**config.mk**
```make
export PLATFORM = sky130hd
export DESIGN_NAME = el2_exu_mul_noc_ctl_flat
export DESIGN_NICKNAME = d
export VERILOG_FILES = /design/src/rtl/el2_exu_mul_noc_ctl_if.sv /design/src/rtl/el2_exu_mul_noc_ctl.sv /design/src/flat_wrapper.sv
export SDC_FILE = /design/constraint.sdc
export NUM_CORES = 1
export LEC_CHECK = 0
export ABC_CLOCK_PERIOD_IN_PS = 1620
export CORE_MARGIN = 4
export CORE_UTILIZATION = 55
export DETAILED_ROUTE_END_ITERATION = 7
export DONT_BUFFER_PORTS = 1
export GPL_TIMING_DRIVEN = 0
export PLACE_DENSITY_LB_ADDON = 0.1
export SLEW_MARGIN = 20
export SYNTH_ARGS = -nofsm -noshare
export SYNTH_HDL_FRONTEND = slang
export SYNTH_SLANG_ARGS = --single-unit
export TNS_END_PERCENT = 20
```
**constraint.sdc**
```tcl
create_clock -name clk -period 1.62 [get_ports clk]
set_input_delay 0.486 -clock clk [delete_from_list [all_inputs] [get_ports clk]]
set_output_delay 0.486 -clock clk [all_outputs]
set_load 0.01 [all_outputs]
```
**src/rtl/el2_exu_mul_noc_ctl_if.sv**
```systemverilog
// Handshake bundle between EXU issue, the NoC serial sender/receiver and the
// multiplier sequencer. The sequencer uses the slave view; the driving side
// (EXU plus serial endpoints) uses the master view.
interface el2_exu_mul_noc_ctl_if #(
  parameter int CTL_BITS = 18
);
  logic                    req_valid;
  logic                    req_ready;
  logic [31:0]             req_rs1;
  logic [31:0]             req_rs2;
  logic [CTL_BITS-1:0]     req_ctl;
  logic                    snd_enable;
  logic [64+CTL_BITS-1:0]  snd_packet;
  logic                    snd_ack;
  logic                    rcv_valid;
  logic [31:0]             rcv_result;
  logic                    res_valid;
  logic [31:0]             res_data;
  logic                    res_ready;

  modport slave (
    input  req_valid, req_rs1, req_rs2, req_ctl, snd_ack, rcv_valid, rcv_result, res_ready,
    output req_ready, snd_enable, snd_packet, res_valid, res_data
  );

  modport master (
    output req_valid, req_rs1, req_rs2, req_ctl, snd_ack, rcv_valid, rcv_result, res_ready,
    input  req_ready, snd_enable, snd_packet, res_valid, res_data
  );
endinterface

```
**src/rtl/el2_exu_mul_noc_ctl.sv**
```systemverilog
// Core-side sequencer for the NoC multiplier node: one request in flight,
// packet out to the serial sender, result back from the serial receiver and
// held until the EXU takes it. A flush while the result is still in flight
// leaves a one-deep "drop_pending" marker so the stale result is discarded.
// Optional response watchdog: define EL2_MUL_NOC_TIMEOUT_EN.
module el2_exu_mul_noc_ctl #(
  parameter int CTL_BITS       = 18,
  parameter int TIMEOUT_CYCLES = 64
) (
  input  logic                        clk,
  input  logic                        rst_l,
  input  logic                        flush,
  el2_exu_mul_noc_ctl_if.slave        bus,
  output logic                        busy,
  output logic                        timeout_err
);

  if (TIMEOUT_CYCLES < 2 || TIMEOUT_CYCLES > 65535) begin : g_bad_timeout
    $error("TIMEOUT_CYCLES out of range 2..65535");
  end

  typedef enum logic [1:0] {IDLE, SEND, WAIT, DONE} state_t;

  state_t state, state_nxt;
  logic   drop_pending, drop_nxt;
  logic   accept, capture, expire, to_fire;

  assign bus.req_ready = (state == IDLE) & ~flush;
  assign accept        = bus.req_valid & bus.req_ready;

`ifdef EL2_MUL_NOC_TIMEOUT_EN
  localparam logic [15:0] TO_LIM = 16'(TIMEOUT_CYCLES - 1);
  logic [15:0] wait_cnt;

  // Count cycles spent in WAIT; zero everywhere else, so entry starts at 0.
  always_ff @(posedge clk or negedge rst_l) begin
    if (!rst_l)                        wait_cnt <= '0;
    else if (flush || state != WAIT)   wait_cnt <= '0;
    else                               wait_cnt <= wait_cnt + 16'd1;
  end

  // >= rather than == so a stale drop landing on the limit cycle cannot skip it.
  assign expire = (state == WAIT) && (wait_cnt >= TO_LIM);

  // One-cycle error pulse when the watchdog actually fires.
  always_ff @(posedge clk or negedge rst_l) begin
    if (!rst_l) timeout_err <= 1'b0;
    else        timeout_err <= to_fire;
  end
`else
  assign expire      = 1'b0;
  assign timeout_err = 1'b0;
`endif

  // Next-state / drop marker; flush overrides every other transition.
  always_comb begin
    state_nxt = state;
    drop_nxt  = drop_pending;
    capture   = 1'b0;
    to_fire   = 1'b0;
    if (flush) begin
      state_nxt = IDLE;
      // In WAIT the live result becomes stale unless it is arriving right now.
      if (state == WAIT) drop_nxt = drop_pending | ~bus.rcv_valid;
      else               drop_nxt = drop_pending & ~bus.rcv_valid;
    end else begin
      // Any returning payload is the stale one while the marker is set.
      if (bus.rcv_valid && drop_pending) drop_nxt = 1'b0;
      unique case (state)
        IDLE: if (bus.req_valid) state_nxt = SEND;
        SEND: if (bus.snd_ack)   state_nxt = WAIT;
        WAIT: begin
          if (bus.rcv_valid) begin
            if (!drop_pending) begin
              capture   = 1'b1;
              state_nxt = DONE;
            end
          end else if (expire) begin
            state_nxt = IDLE;
            drop_nxt  = 1'b1;
            to_fire   = 1'b1;
          end
        end
        DONE: if (bus.res_ready) state_nxt = IDLE;
        default: state_nxt = IDLE;
      endcase
    end
  end

  // State register and drop marker.
  always_ff @(posedge clk or negedge rst_l) begin
    if (!rst_l) begin
      state        <= IDLE;
      drop_pending <= 1'b0;
    end else begin
      state        <= state_nxt;
      drop_pending <= drop_nxt;
    end
  end

  // Registered outputs, decoded from the next state so they align with it.
  always_ff @(posedge clk or negedge rst_l) begin
    if (!rst_l) begin
      bus.snd_enable <= 1'b0;
      bus.snd_packet <= '0;
      bus.res_valid  <= 1'b0;
      bus.res_data   <= '0;
      busy           <= 1'b0;
    end else begin
      bus.snd_enable <= (state_nxt == SEND);
      bus.res_valid  <= (state_nxt == DONE);
      busy           <= (state_nxt != IDLE) | drop_nxt;
      if (accept)
        bus.snd_packet <= {bus.req_rs1, bus.req_rs2, bus.req_ctl};
      if (capture)
        bus.res_data <= bus.rcv_result;
      else if (flush && state == DONE)
        bus.res_data <= '0;
    end
  end

endmodule

```
**src/flat_wrapper.sv**
```systemverilog
// flat-port wrapper written by rule: the top's interface ports become plain ports
module el2_exu_mul_noc_ctl_flat 
#(
  parameter int CTL_BITS       = 18,
  parameter int TIMEOUT_CYCLES = 64
)
  (clk, rst_l, flush, busy, timeout_err, bus_req_valid, bus_req_rs1, bus_req_rs2, bus_req_ctl, bus_snd_ack, bus_rcv_valid, bus_rcv_result, bus_res_ready, bus_req_ready, bus_snd_enable, bus_snd_packet, bus_res_valid, bus_res_data);
  el2_exu_mul_noc_ctl_if #(.CTL_BITS(CTL_BITS)) bus_i ();
  input  logic clk;
  input  logic rst_l;
  input  logic flush;
  output logic busy;
  output logic timeout_err;
  input wire logic [$bits(bus_i.req_valid)-1:0] bus_req_valid;
  input wire logic [$bits(bus_i.req_rs1)-1:0] bus_req_rs1;
  input wire logic [$bits(bus_i.req_rs2)-1:0] bus_req_rs2;
  input wire logic [$bits(bus_i.req_ctl)-1:0] bus_req_ctl;
  input wire logic [$bits(bus_i.snd_ack)-1:0] bus_snd_ack;
  input wire logic [$bits(bus_i.rcv_valid)-1:0] bus_rcv_valid;
  input wire logic [$bits(bus_i.rcv_result)-1:0] bus_rcv_result;
  input wire logic [$bits(bus_i.res_ready)-1:0] bus_res_ready;
  output wire logic [$bits(bus_i.req_ready)-1:0] bus_req_ready;
  output wire logic [$bits(bus_i.snd_enable)-1:0] bus_snd_enable;
  output wire logic [$bits(bus_i.snd_packet)-1:0] bus_snd_packet;
  output wire logic [$bits(bus_i.res_valid)-1:0] bus_res_valid;
  output wire logic [$bits(bus_i.res_data)-1:0] bus_res_data;
  assign bus_i.req_valid = bus_req_valid;
  assign bus_i.req_rs1 = bus_req_rs1;
  assign bus_i.req_rs2 = bus_req_rs2;
  assign bus_i.req_ctl = bus_req_ctl;
  assign bus_i.snd_ack = bus_snd_ack;
  assign bus_i.rcv_valid = bus_rcv_valid;
  assign bus_i.rcv_result = bus_rcv_result;
  assign bus_i.res_ready = bus_res_ready;
  assign bus_req_ready = bus_i.req_ready;
  assign bus_snd_enable = bus_i.snd_enable;
  assign bus_snd_packet = bus_i.snd_packet;
  assign bus_res_valid = bus_i.res_valid;
  assign bus_res_data = bus_i.res_data;
  el2_exu_mul_noc_ctl #(.CTL_BITS(CTL_BITS), .TIMEOUT_CYCLES(TIMEOUT_CYCLES)) u_core (.clk(clk), .rst_l(rst_l), .flush(flush), .bus(bus_i), .busy(busy), .timeout_err(timeout_err));
endmodule
```
==> flow_metrics.env, run 1 <==
export IMPL_status="finished with violations"
export IMPL_violations="negative hold slack, negative setup slack"
export IMPL_hold_viol=120
export IMPL_gr_total_overflow=0
export IMPL_cp_num_buf_inv=2
export IMPL_critPathLaunchType="register"
export IMPL_gp_congestion=0.742
export IMPL_fp_coreArea_sq_um=8720
export IMPL_fin_worst_skew_ns=0.00907
export IMPL_instances_no_fill=424
export IMPL_htree_levels=4
export IMPL_fmax_ghz=0.606
export IMPL_power_density_nw_per_um2=1730
export IMPL_critical_path_max_stage_delay_ns=0.41
export IMPL_synthCells=278
export IMPL_cp_num_cells=5
export IMPL_final_util_pct=67.2
export IMPL_hp_class="input port to asynchronous set/reset pin"
export IMPL_slew_violations=0
export IMPL_grtUsageTotal_pct=18.7
export IMPL_power_total_mw=10.1
export IMPL_clkLatencyLatePin_ns=0.50
export IMPL_synthDistinctLibCells=26
export IMPL_cts_sink_count=120
export IMPL_layout_setup_ws_ns=-0.0305
export IMPL_grt_max_degree=121
export IMPL_critPathTopFamily="simple AND/OR/NAND/NOR gates"
export IMPL_rows=34
export IMPL_die_width_microns=103
export IMPL_root_buffer="clkbuf_8"
export IMPL_first_global_vias=2619
export IMPL_arrival_ns=2.03
export IMPL_crit_type="register to register"
export IMPL_crit_fanout=9
export IMPL_dp_hpwl_microns=7070
export IMPL_numPortBuffers=0
export IMPL_syn_area_per_cell_sq_um=17.7
export IMPL_antenna_found_initial=0
export IMPL_viasPerCell=5.72
export IMPL_die_y_microns=103
export IMPL_p_leak_nw=2.77
export IMPL_cp_required_ns=1.99
export IMPL_clk_pin_slew_ns=0.06
export IMPL_area_delta_synth_final_pct=18.8
export IMPL_cts_made_buffers=17
export IMPL_fin_tns_setup_ns=-0.478
export IMPL_yosysWarnings=0
export IMPL_holdWs_ns=-0.317
export IMPL_drc=0
export IMPL_crit_end="u_core.bus.snd_packet[35]"
export IMPL_cts_buffer_depth=2
export IMPL_syn_nets=399
export IMPL_io_pin_count=240
export IMPL_grt_setup_unrepaired="yes"
export IMPL_syn_area_sq_um=4930
export IMPL_routedWlPerCell_microns=24.4
export IMPL_worst_r2r_path_depth=5
export IMPL_ys_ff_latch=120
export IMPL_first_iter_violations=66
export IMPL_mostFrequentLayoutCell="dfrtp_1"
export IMPL_place_area_sq_um=5070
export IMPL_nNetsFinal=424
export IMPL_routed_wl_microns=10400
export IMPL_drive_gt1_share_pct=45.3
export IMPL_grt_pass1_wl_microns=14600
export IMPL_finalInstanceArea_sq_um=5860
export IMPL_setup_viol=31
export IMPL_antenna_cells=0
export IMPL_cap_violations=0
export IMPL_postRouteAntennaNets=0
export IMPL_yosysSeqAreaShare_pct=60.9
export IMPL_r2r_end="u_core.bus.snd_packet[35]"
export IMPL_crit_chain="nor3_4 -> and2_4 -> buf_12 -> clkbuf_16 -> mux2_4"
export IMPL_dp_worst_setup_slack_ns=-0.104
export IMPL_fin_crit_sh_pct=102
export IMPL_dr_pass1_iters=4
export IMPL_timing_critical_path_slowest_stage_cell="dfrtp_1"
export IMPL_rrSetupSlack_ns=-0.03
export IMPL_worstSetupEndpointType="register"
export IMPL_dp_cells=386
export IMPL_final_cell_mix="dfrtp_1, mux2_4, a22o_1"
export IMPL_ir_drop_mv=0.919
export IMPL_timing_rr_start="u_core.state[0]"
export IMPL_cts_tree="yes"
export IMPL_vias=2425
export IMPL_start_util_pct=56.6
export IMPL_dieArea_sq_um=10500
export IMPL_period_needed_ns=1.65
export IMPL_cp_startpoint="u_core.state[0]"
==> state kept, by name, summed over array words and instances (netlist names) <==
register	cells
u_core.busy	1
u_core.bus.snd_enable	1
u_core.state	2
u_core.bus.res_valid	1
u_core.bus.snd_packet	82
u_core.drop_pending	1
u_core.bus.res_data	32
==> cells by family (layout without fill, tap and decap cells) <==
group	Yosys count	in the layout	synth area share (%)
muxes	82	82	24.8
AOI/OAI and AO/OA	40	40	6.92
and+or+nand+nor	13	13	1.83
buffers and inverters	22	60	5.50
DFF	120	120	60.9
other	1	1	0.0760
==> how the worst min path moves through the flow <==
stage           from  cells after the start  slack (ns)                        end
2_1_floorplan  rst_l                      0        0.19     u_core.bus.res_data[0]
3_3_place_gp   rst_l                      0        0.19  u_core.bus.snd_packet[71]
3_5_place_dp   rst_l                      0        0.19  u_core.bus.snd_packet[76]
4_1_cts        rst_l                      0       -0.34    u_core.bus.res_data[26]
5_1_grt        rst_l                      0       -0.35  u_core.bus.snd_packet[76]
6_report       rst_l                      0       -0.32  u_core.bus.snd_packet[47]
==> layer usage <==
metal  vias up  track usage, %  share of wire, %  routed length, microns
li1       1051               -                 -                       -
met1      1230            21.5                37                    3850
met2       135            29.8                50                    5170
met3         9            10.0                12                    1230
met4         0            6.76               1.1                     114
met5         -               0                 0                       0
==> Yosys cell counts, drive strengths merged <==
cell type | count | area [sq um]
a211oi | 1 | 7.51
a21oi | 1 | 5.00
a22o | 32 | 280
a31o | 1 | 8.76
a41oi | 1 | 8.76
and2 | 3 | 21.3
buf | 19 | 260
conb | 1 | 3.75
dfrtp | 120 | 3000
inv | 3 | 11.3
mux2 | 82 | 1220
nand2b | 2 | 12.5
nor2 | 2 | 7.51
nor2b | 3 | 18.8
nor3 | 2 | 15.0
nor4b | 1 | 15.0
o211a | 1 | 10.0
o21ai | 1 | 5.00
o221ai | 1 | 8.76
o31ai | 1 | 7.51
==> what timing repair did <==
| action | in CTS | in global routing |
|---|---|---|
| gates cloned | 0 | 5 |
| setup endpoints to repair | 94 | 114 |
| pin swaps | 1 | 2 |
| setup buffers | 2 | 0 |
| gates resized for setup | 1 | 6 |
| hold endpoints to repair | 120 | 120 |
==> report_power, final <==
| group | total, mW | internal, mW | switching [mW] |
|---|---|---|---|
| Combinational | 1.35 | 1.00 | 0.347 |
| Sequential | 4.78 | 3.78 | 0.996 |
| Clock | 3.99 | 2.69 | 1.30 |
==> area by class of cell <==
class	instances	area, sq um
plain buffers	18	254
clock buffers	20	435
clock inverters	12	199
fillers	587	2860
inverters	3	11.3
multi-input cells	136	1680
flip-flops and latches	120	3000
well taps	108	135
repair buffers	7	140
Note: power is estimated with default switching activity, not from simulation.
==> run 2, diff against run 1 <==
Settings changed: ABC_CLOCK_PERIOD_IN_PS 1620 to 1900.
Clock period 1.62 ns to 1.9 ns, I/O delays scaled along.
==> run 2 against run 1 <==
- highest routed layer unchanged
- sequential share of layout area is 1.9 points higher
- die area is the same
- total power down 19%
- register-to-register slack improved by 0.28 ns
- combinational power decreased by 19%
- first-iteration DRC count is 6.1% lower
- sequential power decreased by 15%
- final area fell by 3.5%
- the flow finishes with violations (negative hold slack)
- clock skew down 0.00091 ns
==> flow_metrics.env, run 2 (synthesis results as in run 1) <==
export IMPL_status="finished with violations"
export IMPL_violations="negative hold slack"
export IMPL_postRouteAntennaNets=0
export IMPL_ir_drop_mv=0.753
export IMPL_io_pin_count=240
export IMPL_grt_pass1_wl_microns=14300
export IMPL_htree_levels=4
export IMPL_crit_fanout=9
export IMPL_grtUsageTotal_pct=18.4
export IMPL_critical_path_max_stage_delay_ns=0.37
export IMPL_vias=2411
export IMPL_hp_class="input port to asynchronous set/reset pin"
export IMPL_routed_wl_microns=9940
export IMPL_post_cts_setup_buffers=0
export IMPL_die_width_microns=103
export IMPL_arrival_ns=1.20
export IMPL_cts_buffer_depth=2
export IMPL_crit_type="register to output port"
export IMPL_fin_worst_skew_ns=0.00816
export IMPL_rows=34
export IMPL_dp_hpwl_microns=7070
export IMPL_critPathLaunchType="register"
export IMPL_nNetsFinal=418
export IMPL_dp_cells=386
export IMPL_drc=0
export IMPL_largest_reg_flops=82
export IMPL_mostFrequentLayoutCell="dfrtp_1"
export IMPL_period_needed_ns=1.77
export IMPL_final_cell_mix="dfrtp_1, mux2_4, a22o_1"
export IMPL_top_register="u_core.bus.snd_packet"
export IMPL_timing_critical_path_slowest_stage_cell="dfrtp_1"
export IMPL_drive_gt1_share_pct=44.2
export IMPL_cts_sink_count=120
export IMPL_first_iter_violations=62
export IMPL_routedWlPerCell_microns=23.8
export IMPL_start_util_pct=56.6
export IMPL_largestRegisters="u_core.bus.snd_packet x82, u_core.bus.res_data x32, u_core.state x2"
export IMPL_grt_setup_unrepaired="no"
export IMPL_root_buffer="clkbuf_8"
export IMPL_dr_pass1_iters=4
export IMPL_crit_chain="buf_6 -> nor3_4"
export IMPL_antenna_found_initial=0
export IMPL_gp_congestion=0.733
export IMPL_regArea_sq_um=3000
export IMPL_viasPerCell=5.77
export IMPL_p_leak_nw=2.67
export IMPL_cap_violations=0
export IMPL_grt_max_degree=121
export IMPL_multi_input_area_sq_um=1670
export IMPL_first_global_vias=2561
export IMPL_cts_tree="yes"
export IMPL_slew_violations=0
export IMPL_gr_total_overflow=0
export IMPL_instances_no_fill=418
export IMPL_fin_tns_setup_ns=0
export IMPL_fmax_ghz=0.564
export IMPL_numPortBuffers=0
export IMPL_clkLatencyLatePin_ns=0.51
export IMPL_cts_made_buffers=17
export IMPL_fillCellCount=615
export IMPL_cp_required_ns=1.33
export IMPL_worstSetupEndpointType="output port"
export IMPL_hold_viol=120
export IMPL_die_y_microns=103
export IMPL_clk_pin_slew_ns=0.06
export IMPL_setup_viol=0
export IMPL_area_delta_synth_final_pct=14.6
export IMPL_holdWs_ns=-0.245
export IMPL_fp_coreArea_sq_um=8720
export IMPL_dieArea_sq_um=10500
export IMPL_fin_crit_sh_pct=93.3
export IMPL_power_density_nw_per_um2=1460
export IMPL_antenna_cells=0
export IMPL_final_util_pct=64.8
## run 2: cell types whose count changed in the layout (fill, tap and decap cells not counted), moves of 2 or more
cell / change
buf_4: -4
clkinvlp_4: +2
buf_2: +2
clkbuf_16: -5
inv_6: +2
bufinv_16: -3
clkbuf_1: -2
## run 2: routing by layer
layer | global-route usage, % | vias up | share of wire (%)
met4 | 6.36 | 0 | 1.3
met3 | 11.0 | 12 | 14
met1 | 21.0 | 1209 | 35
met2 | 28.8 | 152 | 49
li1 | - | 1038 | -
met5 | 0 | - | 0
## run 2: through the flow
| step | worst slack, ns | power (mW) | instance area (sq um) |
|---|---|---|---|
| after floorplan | 0.220 | 4.92 | 4930 |
| after global routing | 0.0324 | 8.59 | 5650 |
| after CTS | 0.0360 | 8.32 | 5650 |
| after detailed placement | 0.0973 | 5.21 | 5070 |
| final | 0.127 | 8.24 | 5650 |
| after global placement | 0.0875 | 5.19 | 5070 |
## run 2: cell type report
type | instances | area share (%)
plain buffers | 19 | 4.60
clock buffers | 18 | 7.57
clock inverters | 14 | 2.66
inverters | 3 | 0.199
multi-input cells | 136 | 29.5
flip-flops and latches | 120 | 53.1
well taps | 108 | 2.39
## run 2: path summary, 6_finish.rpt
check	from	endpoint	slack [ns]	cells past startpoint
max	u_core.state[1]	bus_req_ready	0.13	2
min	rst_l	u_core.bus.snd_packet[9]	-0.24	0
max reg2reg	u_core.state[0]	u_core.bus.res_data[12]	0.25	5
min reg2reg	u_core.state[1]	u_core.bus.snd_enable	0.56	2
max in group asynchronous	rst_l	u_core.bus.snd_packet[62]	2.02	0
min in group clk	flush	u_core.state[1]	0.12	1
## run 2: what timing repair did
item | CTS | global route
cloned | 0 | 0
gates resized for setup | 1 | 0
endpoints found under the setup margin | 1 | 1
hold endpoints to repair | 120 | 120
pin swaps | 0 | 1
## run 2: worst max-delay path: cells and delay by family, from the launching register on
family	cells	cell delay, ns
and+or+nand+nor	1	0.19
buffers and inverters	1	0.14
DFF	1	0.37
## run 2: report_power, final
group	switching, mW	internal, mW
logic	0.277	0.815
registers	0.846	3.22
clock network	1.17	1.91
total	2.29	5.94
==> run 3, diff against run 2 <==
Settings changed: CORE_ASPECT_RATIO set to 0.8, PLACE_DENSITY set to 0.68, PLACE_DENSITY_LB_ADDON 0.1 to unset.
==> run 3 against run 2 <==
- the run still ends with negative hold slack left
- sequential share of layout area is essentially flat
- critical path depth is the same
- routed wire length grew 5.9%
- non-clock buffer count is the same
- critical endpoint unchanged
- largest cell class unchanged
- largest power group unchanged
==> flow_metrics.env, run 3 (synthesis results as in run 1) <==
export IMPL_io_pin_count=240
export IMPL_fmax_ghz=0.561
export IMPL_arrival_ns=1.21
export IMPL_vias=2436
export IMPL_cts_buffer_depth=2
export IMPL_start_util_pct=57.4
export IMPL_die_width_microns=114
export IMPL_die_y_microns=92.7
export IMPL_cts_made_buffers=17
export IMPL_crit_chain="buf_6 -> nor3_4"
export IMPL_clkLatencyLatePin_ns=0.51
export IMPL_hold_viol=120
export IMPL_clk_pin_slew_ns=0.06
export IMPL_ir_drop_mv=0.836
export IMPL_largest_reg_flops=82
export IMPL_critical_path_max_stage_delay_ns=0.37
export IMPL_status="finished with violations"
export IMPL_antenna_found_initial=0
export IMPL_cts_tree="yes"
export IMPL_dr_pass1_iters=4
export IMPL_drive_gt1_share_pct=43.2
export IMPL_fillCellCount=626
export IMPL_gp_congestion=0.756
export IMPL_largestRegisters="u_core.bus.snd_packet x82, u_core.bus.res_data x32, u_core.state x2"
export IMPL_postRouteAntennaNets=0
export IMPL_htree_levels=4
export IMPL_crit_fanout=9
export IMPL_timing_critical_path_slowest_stage_cell="dfrtp_1"
export IMPL_dp_hpwl_microns=7530
export IMPL_critPathTopFamily="flip-flops"
export IMPL_routedWlPerCell_microns=25.0
export IMPL_grt_pass1_wl_microns=16100
export IMPL_cp_required_ns=1.33
export IMPL_routed_wl_microns=10500
export IMPL_grtUsageTotal_pct=20.4
export IMPL_violations="negative hold slack"
export IMPL_worstSetupEndpointType="output port"
export IMPL_post_cts_setup_buffers=0
export IMPL_critPathLaunchType="register"
export IMPL_fin_worst_skew_ns=0.00805
export IMPL_final_cell_mix="dfrtp_1, mux2_4, a22o_1"
export IMPL_drc=0
export IMPL_viasPerCell=5.77
export IMPL_mostFrequentLayoutCell="dfrtp_1"
export IMPL_top_register="u_core.bus.snd_packet"
export IMPL_p_leak_nw=2.68
export IMPL_first_iter_violations=160
export IMPL_gr_total_overflow=0
export IMPL_period_needed_ns=1.78
export IMPL_hp_class="input port to asynchronous set/reset pin"
export IMPL_nNetsFinal=418
export IMPL_antenna_cells=0
export IMPL_area_delta_synth_final_pct=14.6
export IMPL_crit_type="register to output port"
export IMPL_slew_violations=0
export IMPL_cts_sink_count=120
export IMPL_fin_tns_setup_ns=0
export IMPL_cap_violations=0
export IMPL_cp_num_cells=2
export IMPL_rows=30
export IMPL_grt_setup_unrepaired="no"
export IMPL_power_total_mw=8.25
export IMPL_setup_viol=0
export IMPL_numPortBuffers=0
export IMPL_holdWs_ns=-0.247
export IMPL_worst_r2r_path_depth=5
export IMPL_power_density_nw_per_um2=1460
export IMPL_dieArea_sq_um=10600
export IMPL_first_global_vias=2771
export IMPL_cp_num_buf_inv=1
export IMPL_root_buffer="clkbuf_8"
export IMPL_fp_coreArea_sq_um=8600
export IMPL_fin_crit_sh_pct=93.8
export IMPL_grt_max_degree=121
==> run 3: repair_timing <==
item                                    4_1_cts  5_1_grt
gates resized for setup                       1        0
pin swaps                                     0        1
endpoints found under the setup margin        1        1
endpoints found under the hold margin       120      120
==> run 3: final cells by class <==
class	instances	area [sq um]	area share [%]
buffer	19	260	4.60
clock inverter	8	93.8	1.66
tap	112	140	2.48
sequential	120	3000	53.1
inverter	3	11.3	0.199
clock buffer	24	480	8.50
multi-input combinational	136	1670	29.5
==> run 3: final timing paths <==
check                                   startpoint                   endpoint  slack [ns]
max in group asynchronous                    rst_l  u_core.bus.snd_packet[54]        2.01
setup reg to reg                   u_core.state[0]    u_core.bus.res_data[15]        0.24
hold / removal                               rst_l  u_core.bus.snd_packet[29]       -0.25
min in group clk                             flush            u_core.state[1]        0.13
hold reg to reg            u_core.bus.res_data[17]    u_core.bus.res_data[17]        0.56
setup / recovery                   u_core.state[1]              bus_req_ready        0.12
==> run 3: report_power, final <==
part	internal, mW	switching [mW]	leakage [nW]
sequential	3.23	0.868	1.46
combinational	0.815	0.287	0.928
clock	1.99	1.06	0.289
==> run 3: through the flow <==
step                std cells  hold slack, ns  util [%]  setup WS [ns]  cell area [sq um]
global placement          390           0.278      59.0         0.0901               5070
finish                    422          -0.247      65.8          0.119               5650
CTS                       422          -0.263      65.8         0.0283               5650
detailed placement        390           0.277      59.0         0.0816               5070
floorplan                 278           0.274         -          0.220               4930
global route              422          -0.275      65.8         0.0516               5650
==> run 3: layer usage <==
metal  global-route usage, %  share of wire, %  up-vias
li1                        -                 -     1036
met1                    23.6                37     1235
met2                    31.4                48      149
met3                    10.5                13       16
met5                       0                 0        -
met4                    9.79               1.7        0
==> run 3: worst register-to-register path, stage by stage, from the launching register on <==
cell	delay, ns
dfrtp_1	0.40
buf_2	0.19
nor4b_2	0.31
o21ai_1	0.20
buf_2	0.24
a22o_1	0.20
